<file path="src/rtl/clk_switch_ctrl.sv">
// rtl/clk_switch_ctrl.sv - select sequencer for a glitch-free two-input clock mux
// Handles requested switches, failover on a dead clock, ack timeout and post-switch dwell.
module clk_switch_ctrl #(
   parameter int unsigned DWELL_CYC   = 16,
   parameter int unsigned TIMEOUT_CYC = 256
) (
   input  logic clk_i,
   input  logic rst_i,
   input  logic req_valid_i,
   input  logic req_sel_i,
   output logic req_ready_o,
   input  logic clk0_alive_i,
   input  logic clk1_alive_i,
   input  logic sel_ack_i,
   output logic select_o,
   output logic cur_sel_o,
   output logic busy_o,
   output logic done_o,
   output logic err_timeout_o,
   output logic err_dead_o,
   output logic failover_o
);

   localparam logic [15:0] TIMEOUT_LAST = 16'(TIMEOUT_CYC - 1);
   localparam logic [15:0] DWELL_LAST   = 16'(DWELL_CYC - 1);

   typedef enum logic [1:0] {
      IDLE     = 2'd0,
      WAIT_ACK = 2'd1,
      DWELL    = 2'd2
   } state_e;

   state_e      state_q, state_d;
   logic        select_q, select_d;
   logic        cur_sel_q, cur_sel_d;
   logic [15:0] timer_q, timer_d;
   logic        done_q, done_d;
   logic        err_timeout_q, err_timeout_d;
   logic        err_dead_q, err_dead_d;
   logic        failover_q, failover_d;
   logic        req_ready;

   logic        alive0_meta_q, alive0_s_q;
   logic        alive1_meta_q, alive1_s_q;
   logic        ack_meta_q, ack_s_q;

   logic        cur_alive, other_alive, req_alive, failover_now;

   always_ff @(posedge clk_i) begin
      if (rst_i) begin
         alive0_meta_q <= 1'b0;
         alive0_s_q    <= 1'b0;
         alive1_meta_q <= 1'b0;
         alive1_s_q    <= 1'b0;
         ack_meta_q    <= 1'b0;
         ack_s_q       <= 1'b0;
      end else begin
         alive0_meta_q <= clk0_alive_i;
         alive0_s_q    <= alive0_meta_q;
         alive1_meta_q <= clk1_alive_i;
         alive1_s_q    <= alive1_meta_q;
         ack_meta_q    <= sel_ack_i;
         ack_s_q       <= ack_meta_q;
      end
   end

   assign cur_alive    = cur_sel_q ? alive1_s_q : alive0_s_q;
   assign other_alive  = cur_sel_q ? alive0_s_q : alive1_s_q;
   assign req_alive    = req_sel_i ? alive1_s_q : alive0_s_q;
   assign failover_now = !cur_alive && other_alive;

   always_comb begin
      state_d       = state_q;
      select_d      = select_q;
      cur_sel_d     = cur_sel_q;
      timer_d       = timer_q;
      done_d        = 1'b0;
      err_timeout_d = 1'b0;
      err_dead_d    = 1'b0;
      failover_d    = 1'b0;
      req_ready     = 1'b0;

      case (state_q)
         IDLE: begin
            if (failover_now) begin
               select_d   = ~cur_sel_q;
               failover_d = 1'b1;
               timer_d    = 16'd0;
               state_d    = WAIT_ACK;
            end else begin
               req_ready = 1'b1;
               if (req_valid_i) begin
                  if (req_sel_i == cur_sel_q) begin
                     done_d = 1'b1;
                  end else if (!req_alive) begin
                     err_dead_d = 1'b1;
                  end else begin
                     select_d = req_sel_i;
                     timer_d  = 16'd0;
                     state_d  = WAIT_ACK;
                  end
               end
            end
         end

         WAIT_ACK: begin
            // An ack match on the final timer cycle still counts as success.
            if (ack_s_q == select_q) begin
               cur_sel_d = select_q;
               done_d    = 1'b1;
               timer_d   = 16'd0;
               state_d   = DWELL;
            end else if (timer_q == TIMEOUT_LAST) begin
               select_d      = cur_sel_q;
               err_timeout_d = 1'b1;
               timer_d       = 16'd0;
               state_d       = DWELL;
            end else begin
               timer_d = timer_q + 16'd1;
            end
         end

         DWELL: begin
            if (timer_q == DWELL_LAST) begin
               timer_d = 16'd0;
               state_d = IDLE;
            end else begin
               timer_d = timer_q + 16'd1;
            end
         end

         default: begin
            timer_d = 16'd0;
            state_d = IDLE;
         end
      endcase
   end

   always_ff @(posedge clk_i) begin
      if (rst_i) begin
         state_q       <= IDLE;
         select_q      <= 1'b0;
         cur_sel_q     <= 1'b0;
         timer_q       <= 16'd0;
         done_q        <= 1'b0;
         err_timeout_q <= 1'b0;
         err_dead_q    <= 1'b0;
         failover_q    <= 1'b0;
      end else begin
         state_q       <= state_d;
         select_q      <= select_d;
         cur_sel_q     <= cur_sel_d;
         timer_q       <= timer_d;
         done_q        <= done_d;
         err_timeout_q <= err_timeout_d;
         err_dead_q    <= err_dead_d;
         failover_q    <= failover_d;
      end
   end

   assign req_ready_o   = req_ready && !rst_i;
   assign busy_o        = (state_q != IDLE) && !rst_i;
   assign select_o      = select_q;
   assign cur_sel_o     = cur_sel_q;
   assign done_o        = done_q;
   assign err_timeout_o = err_timeout_q;
   assign err_dead_o    = err_dead_q;
   assign failover_o    = failover_q;

endmodule
</file>
<file path="config.mk">
export PLATFORM = sky130hd
export DESIGN_NAME = clk_switch_ctrl
export DESIGN_NICKNAME = d
export VERILOG_FILES = /design/src/rtl/clk_switch_ctrl.sv
export SDC_FILE = /design/constraint.sdc
export NUM_CORES = 1
export LEC_CHECK = 0
export CORE_MARGIN = 1
export CORE_UTILIZATION = 45
export DETAILED_ROUTE_END_ITERATION = 6
export HOLD_SLACK_MARGIN = 0.06
export PLACE_DENSITY = 0.65
export REMOVE_ABC_BUFFERS = 1
export SLEW_MARGIN = 20
export SYNTH_ARGS = -nofsm -noshare
export SYNTH_HDL_FRONTEND = slang
export SYNTH_SLANG_ARGS = --single-unit
</file>
<file path="constraint.sdc">
create_clock -name clk_i -period 3.01 [get_ports clk_i]
set_input_delay 0.301 -clock clk_i [delete_from_list [all_inputs] [get_ports clk_i]]
set_output_delay 0.301 -clock clk_i [all_outputs]
set_load 0.05 [all_outputs]
</file>
==> impl_metrics.yaml <==
status:
  outcome: "completed"
detailed_routing:
  met3WireLength_um: 164
  routed_wl_um: 3400
  viasPerCell: 5.73
  drt_iter0_drc: 83
  wl_met1_um: 1650
  wl_per_cell_um: 14.1
  first_pass_iters: 5
  drtAntennaViolNets: 0
  highest_layer: "met4"
  drc: 0
  routed-wl-met2_um: 1540
  vias: 1381
final_layout:
  fin_nets: 208
  final_cell_mix: "dfxtp_1 (30), a21oi_1 (16), nand2_1 (14), clkdlybuf4s50_1 (13), nor2_1 (12)"
  drive_above_1_share: 0.112
  stdcell_area_um2: 1800
  antenna_cells: 0
  area_growth_pct: 18.5
  fillers: 297
  mostFrequentLayoutCell: "dfxtp_1"
sta:
  worst_pin_slew_ps: 869
  fin_skew_ps: 19.6
  hold_viol: 0
  tns_ps: 0
  min_period_ps: 2330
  fmaxAchievable_mhz: 429
  slew_headroom: 0.415
  min_period_over_period: 0.774
  rsz0062_at_grt: "false"
  drv_slew: 0
  setup_viol: 0
power_and_ir_drop:
  power.density_nw_per_um2: 467
  power_leakage_nw: 0.638
  ir_drop_uv: 285
clock_tree:
  cts.root.buffer_cell: "clkbuf_4"
  cts_setup_buffers: 0
  cts_sinks: 30
  clock_latency_ps: 350
  ctsHoldBuffers: 0
  clockBufferDepth: 2
  cts_max_level: 2
  clk_pin_slew_ps: 110
  cts.repair.resized: 0
  cts_tree: "yes"
  cts_buffers: 5
place:
  gp_congestion: 0.799
  placed_area_um2: 1720
  dp_hpwl_um: 2490
  place.port_buffers: 14
critical_path:
  crit_path_max_fanout: 6
  worst_path_max_delay_cell: "clkdlybuf4s50_1"
  critPathTopFamily: "buffers and inverters"
  path_cells: "inv_1 -> ha_1 -> nor2_1 -> clkdlybuf4s50_1"
  cp-start-kind: "register"
  worst-path-buf-inv: 2
  max_stage_delay_ps: 820
  arrival_ps: 2030
  worstPathRequired_ps: 2710
  end_kind: "output port"
  timing_worst_setup_path_type: "reg2out"
synthesis:
  synth_cell_types: 42
  ys.flop_type: "dfxtp_1"
  netlist_area_um2: 1520
  async_flop_share: 0
  syn-instance-count: 177
  yosysWarnings: 0
  postSynthAreaPerCell_um2: 8.58
  ys_ff_latch: 30
  yosysSeqAreaShare: 0.395
  synth-edff-count: 0
global_routing:
  grt_pass1_wl_um: 5860
  grt_pass1_vias: 1262
  grtUsageTotal: 0.222
  grt_overflow: 0
  grt_start_max_net_pins: 14
  antenna_found_initial: 0
floorplan:
  core-area_um2: 3130
  die_w_um: 60.1
  start_util: 0.486
  rows: 20
  die_h_um: 60.1
  io_pins: 15
  dieArea_um2: 3610
flow_run:
  drv_cap: 0
worst_hold_path:
  hold_path_class: "reg2reg"
[state kept, by name, indices dropped and copies added (netlist names)]
name / cells
ack_meta_q: 1
alive1_meta_q: 1
state_q: 2
err_timeout_o: 1
select_o: 1
alive0_s_q: 1
failover_o: 1
alive0_meta_q: 1
done_o: 1
alive1_s_q: 1
err_dead_o: 1
timer_q: 16
ack_s_q: 1
cur_sel_o: 1
[per-layer routing]
layer	up-vias	global-route usage
met2	19	0.322
li1	692	-
met5	-	0
met4	0	0.0664
met3	5	0.0736
met1	665	0.309
[cell families after synthesis]
| family | after synthesis | synth area share |
|---|---|---|
| flops | 30 | 0.395 |
| mux | 1 | 0.00741 |
| compound gates | 47 | 0.213 |
| buf+inv | 13 | 0.0330 |
| xor+xnor | 4 | 0.0231 |
| simple gates | 78 | 0.295 |
| fa+ha+maj | 4 | 0.0330 |
[final timing paths]
kind,end,slack [ps],from,depth (start not counted)
hold / removal,alive0_s_q$_SDFF_PP0_,450,alive0_meta_q$_SDFF_PP0_,1
hold reg to reg,alive0_s_q$_SDFF_PP0_,450,alive0_meta_q$_SDFF_PP0_,1
setup / recovery,busy_o,680,state_q[0]$_SDFFE_PP0P_,4
setup reg to reg,timer_q[5]$_SDFFE_PP0P_,740,timer_q[8]$_SDFFE_PP0P_,5
[stage by stage]
step	total power [mW]	hold WS, ps	setup WS (ps)	util	std cells
after floorplan	0.476	370	321	-	174
after detailed placement	0.513	426	540	0.550	234
after global placement	0.511	418	648	0.550	234
final	0.841	445	681	0.576	241
after CTS	0.842	449	687	0.576	241
after global routing	0.876	468	566	0.576	241
[cell type report]
| cell class | instances | area (µm²) | share of cell area |
|---|---|---|---|
| Multi-Input combinational cell | 134 | 873 | 0.485 |
| Sequential cell | 30 | 601 | 0.334 |
| Timing Repair Buffer | 16 | 153 | 0.0848 |
| Tap cell | 44 | 55.1 | 0.0306 |
| Clock buffer | 6 | 51.3 | 0.0285 |
| Inverter | 10 | 37.5 | 0.0208 |
| Clock inverter | 1 | 30.0 | 0.0167 |
[cells in the mapped netlist (2+ instances only)]
master / number / area share
o21a_1: 3 / 0.015
a31oi_1: 2 / 0.0082
o41ai_1: 2 / 0.012
a22oi_1: 2 / 0.0099
nand3_1: 5 / 0.016
nor3b_1: 2 / 0.0099
clkbuf_1: 2 / 0.0049
o311ai_0: 3 / 0.017
nand2b_1: 7 / 0.029
xor2_1: 4 / 0.023
or2_2: 2 / 0.0082
nand2_1: 14 / 0.035
and3_1: 4 / 0.016
or4_4: 2 / 0.015
o31ai_1: 5 / 0.025
dfxtp_1: 30 / 0.40
nand4_1: 4 / 0.016
nor2_1: 12 / 0.030
a32o_1: 2 / 0.013
inv_1: 10 / 0.025
a21oi_1: 16 / 0.053
or4_1: 7 / 0.035
nor3_1: 4 / 0.013
ha_1: 4 / 0.033
o22ai_1: 3 / 0.012
nor2b_1: 7 / 0.029
o21ai_0: 4 / 0.013
[worst register-to-register path: stages, from the launching register on]
cell and delay (ps):
dfxtp_1 380, or4_4 540, or4_1 570, a32o_2 340, o21ai_4 260, nor2_1 80
[power breakdown]
| part | switching, mW | internal, mW |
|---|---|---|
| clock | 0.143 | 0.193 |
| combinational | 0.0605 | 0.0354 |
| sequential | 0.00448 | 0.404 |
| total | 0.208 | 0.633 |
(Power assumes the default switching activity.)
